--- src/rtl/bit_shift_pkg.sv ---
// -----------------------------------------------------------------------------
// bit_shift_pkg
// Shared widths and types for the 16-bit left-shift primitive.
//   DATA_W  : operand/result width
//   SHAMT_W : shift-amount width
//   STAGES  : barrel stages; the low STAGES bits of the shift amount drive the
//             barrel, anything above them is an out-of-range shift.
// -----------------------------------------------------------------------------
package bit_shift_pkg;

  localparam int DATA_W  = 16;
  localparam int SHAMT_W = 16;
  localparam int STAGES  = 4;

  typedef logic [DATA_W-1:0]  data_t;
  typedef logic [SHAMT_W-1:0] shamt_t;

  // True when the shift amount can be realised by the barrel (0..DATA_W-1).
  function automatic logic shamt_in_range(input logic [SHAMT_W-1:0] s);
    return (s[SHAMT_W-1:STAGES] == '0);
  endfunction

endpackage

--- src/rtl/bsl16_barrel.sv ---
// -----------------------------------------------------------------------------
// bsl16_barrel
// Purely combinational 4-stage logical left barrel shifter, zero fill.
// Stage k shifts by 2^k when i_b[k] is set. Shift amounts with any of the
// upper bits set force a zero result.
// Optional overflow detection is compiled in with BIT_SHIFT_LEFT16_OVF_EN.
// Ports:
//   i_a   in  16  operand
//   i_b   in  16  unsigned shift amount
//   o_res out 16  shifted result
//   o_ovf out  1  a '1' bit of i_a was discarded (BIT_SHIFT_LEFT16_OVF_EN only)
// -----------------------------------------------------------------------------
module bsl16_barrel
  import bit_shift_pkg::*;
(
  input  logic [DATA_W-1:0]  i_a,
  input  logic [SHAMT_W-1:0] i_b,
`ifdef BIT_SHIFT_LEFT16_OVF_EN
  output logic               o_ovf,
`endif
  output logic [DATA_W-1:0]  o_res
);

  // w_stage[k] is the value entering stage k; w_stage[STAGES] is the barrel output.
  logic [DATA_W-1:0] w_stage [0:STAGES];
  logic              w_in_range;

`ifdef BIT_SHIFT_LEFT16_OVF_EN
  // w_lost[k]: stage k pushed at least one '1' out of the top of the word.
  logic [STAGES-1:0] w_lost;
`endif

  assign w_stage[0] = i_a;

  genvar k;
  for (k = 0; k < STAGES; k++) begin : g_stage
    localparam int SH = 1 << k;

    assign w_stage[k+1] = i_b[k] ? (w_stage[k] << SH) : w_stage[k];

`ifdef BIT_SHIFT_LEFT16_OVF_EN
    // The SH bits at the top of this stage's input are the ones that fall off.
    // Each discarded bit leaves the word in exactly one stage, so OR-ing the
    // per-stage losses covers every discarded bit of the original operand.
    assign w_lost[k] = i_b[k] & (|w_stage[k][DATA_W-1 -: SH]);
`endif
  end

  assign w_in_range = shamt_in_range(i_b);
  assign o_res      = w_in_range ? w_stage[STAGES] : '0;

`ifdef BIT_SHIFT_LEFT16_OVF_EN
  // Out-of-range shifts discard the whole operand.
  assign o_ovf = w_in_range ? (|w_lost) : (|i_a);
`endif

endmodule

--- src/rtl/bit_shift_left16.sv ---
// -----------------------------------------------------------------------------
// bit_shift_left16
// Registered 16-bit logical left shifter: out = a << b (zero fill), with
// shift amounts >= 16 giving zero. One cycle latency, one op per cycle, no
// backpressure. Outputs come straight from registers.
// Optional feature macro: BIT_SHIFT_LEFT16_OVF_EN adds the ovf port/register.
// Ports:
//   clk       in   1  clock, rising edge
//   rst       in   1  synchronous active-high reset
//   in_valid  in   1  qualifies a/b this cycle
//   a         in  16  operand
//   b         in  16  unsigned shift amount
//   out_valid out  1  out holds the result of a qualified input
//   out       out 16  registered result
//   ovf       out  1  a '1' bit was shifted out (BIT_SHIFT_LEFT16_OVF_EN only)
// Handshake: in_valid is a one-way strobe; every qualified input produces
// exactly one out_valid pulse one cycle later. There is no ready signal.
// When in_valid is low, out/ovf hold and out_valid drops.
// -----------------------------------------------------------------------------
module bit_shift_left16
  import bit_shift_pkg::*;
(
  input  logic               clk,
  input  logic               rst,
  input  logic               in_valid,
  input  logic [DATA_W-1:0]  a,
  input  logic [SHAMT_W-1:0] b,
  output logic               out_valid,
`ifdef BIT_SHIFT_LEFT16_OVF_EN
  output logic               ovf,
`endif
  output logic [DATA_W-1:0]  out
);

  logic [DATA_W-1:0] w_res;
  logic [DATA_W-1:0] r_out;
  logic              r_out_valid;

`ifdef BIT_SHIFT_LEFT16_OVF_EN
  logic w_ovf;
  logic r_ovf;
`endif

  bsl16_barrel u_barrel (
    .i_a   (a),
    .i_b   (b),
`ifdef BIT_SHIFT_LEFT16_OVF_EN
    .o_ovf (w_ovf),
`endif
    .o_res (w_res)
  );

  // Reset wins over in_valid, so an operation presented during reset is dropped.
  always_ff @(posedge clk) begin
    if (rst) begin
      r_out       <= '0;
      r_out_valid <= 1'b0;
`ifdef BIT_SHIFT_LEFT16_OVF_EN
      r_ovf       <= 1'b0;
`endif
    end else begin
      r_out_valid <= in_valid;
      if (in_valid) begin
        r_out <= w_res;
`ifdef BIT_SHIFT_LEFT16_OVF_EN
        r_ovf <= w_ovf;
`endif
      end
    end
  end

  assign out       = r_out;
  assign out_valid = r_out_valid;
`ifdef BIT_SHIFT_LEFT16_OVF_EN
  assign ovf       = r_ovf;
`endif

endmodule

--- config.mk ---
export PLATFORM = sky130hd
export DESIGN_NAME = bit_shift_left16
export DESIGN_NICKNAME = d
export VERILOG_FILES = /design/src/rtl/bit_shift_pkg.sv /design/src/rtl/bsl16_barrel.sv /design/src/rtl/bit_shift_left16.sv
export SDC_FILE = /design/constraint.sdc
export NUM_CORES = 1
export LEC_CHECK = 0
export ABC_CLOCK_PERIOD_IN_PS = 1500
export CORE_MARGIN = 5
export CORE_UTILIZATION = 56
export DETAILED_ROUTE_END_ITERATION = 8
export DONT_BUFFER_PORTS = 1
export PLACE_DENSITY = 0.72
export SYNTH_ARGS = -nofsm -noshare
export SYNTH_HDL_FRONTEND = slang
export SYNTH_HIERARCHICAL = 1
export SYNTH_SLANG_ARGS = --single-unit
--- constraint.sdc ---
create_clock -name clk -period 1.5 [get_ports clk]
set_input_delay 0.225 -clock clk [delete_from_list [all_inputs] [get_ports clk]]
set_output_delay 0.225 -clock clk [all_outputs]
set_load 0.01 [all_outputs]
# [After elaboration in Yosys (flattened, before gate mapping)]
# Cells that the tools add are included.
# Widths: inputs -> output; s select.
[totals] regBits=17 latchBits=0 ramBits=0 romBits=0 output_inout_bits=17 word_cells=8 n_memories=0
[classes] n_addsub=0 mul=0 div=0 order_cmp=0 eq_ne=0 shift=0 mux=5 bitwise=0 reduce_logical=1
[ops] op="$mux 16" n=5
[ops] op="$logic_not 12->1" n=1

# [Depth between registers and ports, before layout]
[depth] word_depth=5 depth_mapped=8 depth_no_buf=6

# [Cells and area by module]
# The synthesis kept the hierarchy.
[modules_own_cells] module="bsl16_barrel" n_inst=1 cells_each=77 area_each_um2=691.9
[modules_own_cells] module="bit_shift_left16" n_inst=1 cells_each=54 area_each_um2=608.1

# [Least setup slack after synthesis]
# Ideal clock, no wire load.
[synth_timing] path_type="input to register" from="in b[0]" to="reg r_out[15], in the netlist out[15]" arrival_time_ps=1318 path_slack_ps=66 cell_stages=6 path_buffers=1 cell_sequence="buf_4 -> mux4_2 -> mux2i_1 -> o22ai_1 -> mux2i_1 -> nor2_1"
[synth_between] elab_chain_cells=5
[synth_rtl] element="start, declared" line="bit_shift_left16.sv:27" text="input logic [SHAMT_W-1:0] b,"
[synth_rtl] element="$mux 16 (4 in series)" line="bsl16_barrel.sv:39" text="assign w_stage[k+1] = i_b[k] ? (w_stage[k] << SH) : w_stage[k];"
[synth_rtl] element="$mux 16" line="bsl16_barrel.sv:50" text="assign o_res = w_in_range ? w_stage[STAGES] : '0;"
[synth_rtl] element="via w_res[15]" line="bit_shift_left16.sv:35" text="logic [DATA_W-1:0] w_res;"
[synth_rtl] element="end signal, assigned" line="bit_shift_left16.sv:64" text="r_out <= w_res;"
[synth_rtl] element="end, declared" line="bit_shift_left16.sv:36" text="logic [DATA_W-1:0] r_out;"
# The timed path passes the listed nets, and every way through them passes these cells.
# A chain may end at the register's enable or synchronous reset.

# [Worst setup path after layout]
[layout_timing] from="in b[13]" to="reg r_out[10], in the netlist out[10]"
[layout_between] elab_chain_cells=2
[layout_rtl] element="$logic_not 12->1" line="bit_shift_pkg.sv:20" text="return (s[SHAMT_W-1:STAGES] == '0);"
[layout_rtl] element="$mux 16" line="bsl16_barrel.sv:50"
[layout_rtl] element="via w_res[10]" line="bit_shift_left16.sv:35"
# The timed path passes the listed nets, and every way through them passes these cells.

==> out/summary.txt <==
unrepaired setup endpoints after global routing - false
outcome - completed
IR drop worst, VDD - 601 µV
crit share post-route - 78.1%
CTS Root Cell - clkbuf_4
Seq/Total Area, Yosys - 26.2%
placed insts - 153
total setup buffers inserted after CTS - 0
final hold viol count - 0
Net Sw Frac - 23.9%
Leakage - 0.547 nW
CP arrival - 1390 ps
DIE AREA - 3380 µm²
Site Rows - 17
DIE HEIGHT - 58.2 µm
grt total ovfl - 0
1st-pass router iterations - 4
yosys warns - 6
# DRC - 0
ys flop type - dfxtp_1
per-cell routed wire length - 17.6 µm
worst-margin pin slew - 549 ps
CP endpoint kind - flop
post-route insts no fill - 158
upper clock frequency limit - 854 MHz
global-route usage over all layers - 16.9%
vias per cell - 6.29
post-synth top area share - 26.9%
Post-DP HPWL - 2.27 mm
Flop pwr share - 53.4%
synth unique cells - 31
global-route wire length before repair - 4.49 mm
Starting Density - 58.8%
Hold Slack - 72.8 ps
Setup-failing EPs final - 0
max-slew violation count - 0
# resized after CTS - 0
final worst path period need - 1170 ps
die width - 58.2 µm
Post-synth EDFFs - 0
maxcap violations - 0
CP max stage delay - 330 ps
final core occ - 59.6%
startpoint types - input port
setup TNS - 0 ps
Hold-fix buffers, CTS - 1
pwr/cell area - 650 nW/µm²
WL final - 2.79 mm
sw power - 205 µW
fraction of layout cells with a size suffix above 1 - 15.4%
most frequent cells in the layout - mux2i_1 (35), nor2_1 (23), dfxtp_1 (17)
CTS Sinks - 17
TritonCTS clock tree - done
initial antenna violation count - 0
initial drt markers - 29
Cell Area, Synth - 1300 µm²
Synth area leader - mux2i_1
Crit-path slowest cell - nor4_2
ranking of synthesized cells by area - mux2i_1 (27%), dfxtp_1 (26%), mux4_2 (8.7%)
Vias - 994
CTS max path bufs - 2
Synth Instances - 131
Synth Register Bits - 17
number of global-route vias before repair - 1035
synth-to-layout area growth - 1.44%
CTS Buf Count - 3
CORE AREA - 2210 µm²
WP data required - 1720 ps
CP Cell Sequence - nor4_2, nand4b_2, buf_4, o21ai_0, o21a_1, mux2i_1, nor2_1
FFs w/ async S/R, synth - 0%
H-tree levels - 1
PortBufs - 0
diode count - 0
Hold Crit Class - input port to flop
clk_lat worst skew - 290 ps
worst rel slew slack - 63.2%
I/O pins - 52
Post-DRT Antenna Nets - 0
pin count of the biggest net entering global routing - 21
Worst-path clk slew - 100 ps
Avg Inst Size Synth - 9.92 µm²
GPL Wtd Cong - 0.902
clk_skew - 0 ps
Post-Syn Nets - 166
Internal Power - 653 µW
critical path fanouts, max - 13
clock power share - 27.0%
Gate power share - 19.6%
critical path class - input port to flop
final net count - 166
leading cell type in the layout, fill and taps excluded - mux2i_1
## power by group through the flow
stage | combinational [mW] | sequential (mW) | clock (mW)
finish | 0.168 | 0.458 | 0.232
global route | 0.181 | 0.459 | 0.275
CTS | 0.167 | 0.458 | 0.245
detailed placement | 0.158 | 0.469 | 0
global placement | 0.157 | 0.469 | 0
floorplan | 0.182 | 0.468 | 0
## worst max-delay path, delay by kind of cell
family,cells,cell delay [ps]
buffers and inverters,1,210
muxes,1,60
and+or+nand+nor,3,590
AOI/OAI and AO/OA,2,310
## layer usage
layer  up-vias  global-route usage (%)  routed length, µm
met5         -                       0                  0
met4         0                    6.95                 41
met3         6                    5.57                285
met2        45                    27.4               1310
met1       461                    20.6               1150
li1        482                       -                  -
## cells by family (layout without fill, tap and decap cells)
family	Yosys count	after routing	share of synthesized area, %
buffers and inverters	12	11	7.03
muxes	47	47	41.7
AOI/OAI and AO/OA	16	16	8.18
DFF	17	17	26.2
and+or+nand+nor	39	39	16.9
## flip-flops by register name (all words and copies together) (netlist names)
register	count
out	16
out_valid	1
## synthesized netlist by cell type, drive strengths merged, types with 2 or more instances
cell type and count:
nor4 3, o21ai 2, nor3b 2, o21a 4, nand2 2, buf 8, clkbuf 2, mux4 5
dfxtp 17, nor2b 2, mux2i 35, mux2 7, inv 2, o22ai 7, nor2 23
## cell type report
class	count	area, µm²
fill	213	893
multi-input combinational	102	868
sequential	17	340
timing repair buffer	5	40.0
tap	28	35.0
clock buffer	3	22.5
inverter	2	7.51
clock inverter	1	5.00
## path summary, 6_finish.rpt
| check | from | to | slack, ps | cells past startpoint |
|---|---|---|---|---|
| worst max register to register | out[5] | out[5] | 820 | 2 |
| worst min-delay path | in_valid | out_valid | 70 | 1 |
| worst min register to register | out[7] | out[7] | 570 | 2 |
| worst max-delay path | b[13] | out[10] | 330 | 7 |
## metrics by stage
step,area [µm²],power (mW),setup slack (ps)
2_1_floorplan,1300,0.650,66.5
3_3_place_gp,1280,0.626,107
3_5_place_dp,1280,0.627,64.7
4_1_cts,1320,0.870,338
5_1_grt,1320,0.915,226
6_report,1320,0.858,329
(Power assumes the default switching activity.)
